<file path="src/rtl/prio_serialiser.sv">
// Registered priority serialiser: latches an N-bit request vector and emits the index of each
// set bit, one per accepted cycle, in fixed (highest first) or round-robin order.
module prio_serialiser #(
    parameter int unsigned N    = 8,
    parameter int unsigned MODE = 0,
    localparam int unsigned W   = $clog2(N)
) (
    input  logic         clk,
    input  logic         rst_n,
    input  logic [N-1:0] req,
    input  logic         in_valid,
    output logic         in_ready,
    output logic [W-1:0] out_idx,
    output logic         out_valid,
    input  logic         out_ready,
    output logic         out_last
);

    logic [N-1:0] pending_q, pending_d;
    logic [W-1:0] ptr_q, ptr_d;
    logic [W-1:0] sel;
    logic         found;
    int unsigned  cand;
    logic         busy;
    logic         fire;

    assign busy = (pending_q != '0);
    assign fire = busy && out_ready;

    // Round-robin search walks down from ptr and wraps 0 -> N-1, which for non-power-of-two N
    // must not visit the nonexistent indices between N and 2^W-1.
    always_comb begin
        sel   = '0;
        found = 1'b0;
        cand  = 0;
        if (MODE == 0) begin
            for (int unsigned i = 0; i < N; i++) begin
                if (pending_q[i]) sel = W'(i);
            end
        end else begin
            for (int unsigned off = 0; off < N; off++) begin
                cand = int'(ptr_q) + N - off;
                if (cand >= N) cand = cand - N;
                if (!found && pending_q[cand]) begin
                    sel   = W'(cand);
                    found = 1'b1;
                end
            end
        end
    end

    always_comb begin
        pending_d = pending_q;
        ptr_d     = ptr_q;
        if (!busy) begin
            if (in_valid) pending_d = req;
        end else if (fire) begin
            pending_d[sel] = 1'b0;
            if (MODE != 0) begin
                if (sel == '0) ptr_d = W'(N - 1);
                else           ptr_d = sel - W'(1);
            end
        end
    end

    always_ff @(posedge clk or negedge rst_n) begin
        if (!rst_n) begin
            pending_q <= '0;
            ptr_q     <= W'(N - 1);
        end else begin
            pending_q <= pending_d;
            ptr_q     <= ptr_d;
        end
    end

    assign in_ready  = !busy;
    assign out_valid = busy;
    assign out_idx   = busy ? sel : '0;
    assign out_last  = busy && ((pending_q & (pending_q - N'(1))) == '0);

endmodule

</file>
<file path="config.mk">
export PLATFORM = sky130hd
export DESIGN_NAME = prio_serialiser
export DESIGN_NICKNAME = d
export VERILOG_FILES = /design/src/rtl/prio_serialiser.sv
export SDC_FILE = /design/constraint.sdc
export NUM_CORES = 1
export LEC_CHECK = 0
export ABC_AREA = 1
export BUFFER_PORTS_ARGS = -buffer_cell sky130_fd_sc_hd__buf_4
export CAP_MARGIN = 20
export CORE_AREA = 2 2 39 41
export DETAILED_ROUTE_END_ITERATION = 7
export DIE_AREA = 0 0 41 43
export PLACE_DENSITY = 0.63
export SLEW_MARGIN = 20
export SYNTH_ARGS = -nofsm -noshare
export SYNTH_HDL_FRONTEND = slang
export SYNTH_SLANG_ARGS = --single-unit
</file>
<file path="constraint.sdc">
create_clock -name clk -period 3 [get_ports clk]
set_clock_uncertainty 0.1 [all_clocks]
set_input_delay 0.15 -clock clk [delete_from_list [all_inputs] [get_ports clk]]
set_output_delay 0.15 -clock clk [all_outputs]
set_load 0.005 [all_outputs]
</file>
==> reports/results.ini <==
[outcome]
status = complete, no violations

[cts]
cts_inserted_buffers = 3
clkLatencyLatePin_ns = 0.25
h-tree-depth = 1
cts.clk_slew.worst_paths_ns = 0.05
clockBufferDepth = 2
root_buffer = clkbuf_4
cts_tree = yes
postCtsSetupRepairBufs = 0
cts.sinks = 8

[die]
start_util_pct = 37.61
coreArea_um2 = 1384
core.rowCount = 14
pin_count = 18
die_width_um = 41
dieArea_um2 = 1763
fp.dieH_um = 43

[final_layout]
final_layout_size_suffix_gt1_share_pct = 29.70
area.sequential_um2 = 200.2
area_growth_pct = 40.38
fin_cells = 117
final_common_cell = nand2_1
fill_cells = 134
largestRegisters = pending_q x8
top_register = pending_q
n_antenna_cell = 0
multi_input_area_um2 = 279.0
layout_common_cells = nand2_1 (31), buf_4 (17), inv_1 (8), dfrtp_1 (8), nand3_1 (5)
final_util_pct = 52.80
nets = 115
largest_reg_flops = 8

[timing]
final_hold_viol_count = 0
slew_headroom_pct = 81.08
drv_slew = 0
fin_crit_ns = 1.784
fin_ws_ns = 1.216
fin_crit_sh_pct = 59.46
worst_pin_slew_ns = 0.2838
setup_viol_count_final = 0
max_freq_ghz = 0.5606
rsz0062_at_grt = false
fin_tns_setup_ns = 0

[grt]
grt_overflow = 0
grt_max_degree = 9
grt_pass1_wl_um = 2028
grt_use_total_pct = 17.04
antenna_found_initial = 0
grt_pass1_vias = 486

[worst_setup_path]
crit_required_ns = 2.75
cp.arrival_ns = 1.53
crit_type = reg2out
worstPathCellList = nor2_1 -> nand2_2 -> nor2_4 -> inv_1 -> nand3_1 -> nor3_1 -> buf_4
crit_slowest_cell = dfrtp_1
crit_fanout = 5
cp_slowest_stage_delay_ns = 0.40
worstSetupStartpointType = register
crit_path_end_kind = output port

[synthesis]
synth_top_area_share_pct = 38.46
synth-seq-area-share_pct = 38.46
netlist_area_um2 = 520.5
yosysUniqueCellTypes = 18
synth_nets = 89
synth_top_cell_by_area = dfrtp_1
ys_seq_elements = 8
syn_area_per_cell_um2 = 6.760
yosys_warnings = 0
synthTopCellsByArea = dfrtp_1 (38%), nand2_1 (22%), inv_1 (5.8%)
syn_inst = 77

[job]
cap_violations = 0

[routing]
vias_per_cell = 4.709
first_pass_iters = 4
drtAntennaViolNets = 0
drcViolationCount = 0
vias = 551
drt_first_iter_violations = 15
routed_wl_um = 1162
wl_per_cell_um = 9.932

[power]
p_leak_nw = 0.3917
power_density_nw_per_um2 = 1179
ir_drop_mv = 0.6340
power.total_uw = 861.5

[placement]
gp_congestion = 0.7853
dp_slack_ns = 1.429
hpwl_um = 930.7
port_buffers = 17
dp_cells = 110

[worst_hold_path]
hp-class = in2reg

==> worst max-delay path, delay by kind of cell (launching register included) <==
| kind | cells | cell delay (ns) |
|---|---|---|
| buffers and inverters | 2 | 0.23 |
| DFF | 1 | 0.40 |
| and+or+nand+nor | 5 | 0.65 |
==> stage by stage <==
step	hold WS, ns	area [um2]
2_1_floorplan	-0.2456	520.5
5_1_grt	0.01500	730.7
3_3_place_gp	-0.1257	668.1
4_1_cts	0.002509	730.7
6_report	0.007032	730.7
3_5_place_dp	-0.1245	668.1
==> synthesized netlist by cell type <==
master and count:
nand2_1 31, dfrtp_1 8, inv_1 8, nand3_1 5, a21oi_1 3, nand2_2 3
nor2_1 3, o21ai_1 3, inv_2 2, nor2_2 2, nor2_4 2, a31o_1 1
clkinv_1 1, nand3b_1 1, nor3_1 1, o211ai_1 1, o21ai_0 1, o21ai_2 1
==> where the power goes <==
part | leakage (nW) | internal (mW) | switching (mW)
logic | 0.273 | 0.257 | 0.314
registers | 0.105 | 0.156 | 0.0538
clock network | 0.0138 | 0.0457 | 0.0352
==> cell type report <==
cell class                 instances  share of cell area [%]
clock buffer                       3                   3.082
inverter                          11                   5.651
multi-input combinational         58                   38.18
sequential                         8                   27.40
timing repair buffer              21                   22.95
tap                               16                   2.740
==> kinds of logic after synthesis <==
family	synth area share [%]
and+or+nand+nor	42.07
AOI/OAI and AO/OA	11.54
DFF	38.46
buffers and inverters	7.933
==> path summary, 6_finish.rpt <==
check                                         start                        to  slack (ns)  depth (start not counted)
hold / removal                               req[2]  pending_q[2]$_DFFE_PN0P_       0.007                          3
min in group asynchronous                     rst_n  pending_q[0]$_DFFE_PN0P_        0.15                          2
hold reg to reg            pending_q[0]$_DFFE_PN0P_  pending_q[0]$_DFFE_PN0P_        0.42                          2
setup / recovery           pending_q[1]$_DFFE_PN0P_                  out_last        1.22                          7
max in group asynchronous                     rst_n  pending_q[4]$_DFFE_PN0P_        2.52                          2
setup reg to reg           pending_q[1]$_DFFE_PN0P_  pending_q[0]$_DFFE_PN0P_        1.42                          8
==> metal layers <==
metal	track usage [%]	share of wire (%)	up-vias	wire (um)
li1	-	-	289	-
met1	25.25	48	245	552
met2	22.19	47	15	542
met3	3.141	4.8	2	56
met4	10.00	0.86	0	10
met5	0	0	-	0
==> timing repair <==
action / in CTS / in global routing
endpoints found under the hold margin: 11 / 0
resized for setup: 0 / 0
hold buffers: 4 / 0
Note: power is estimated with default switching activity, not from simulation.
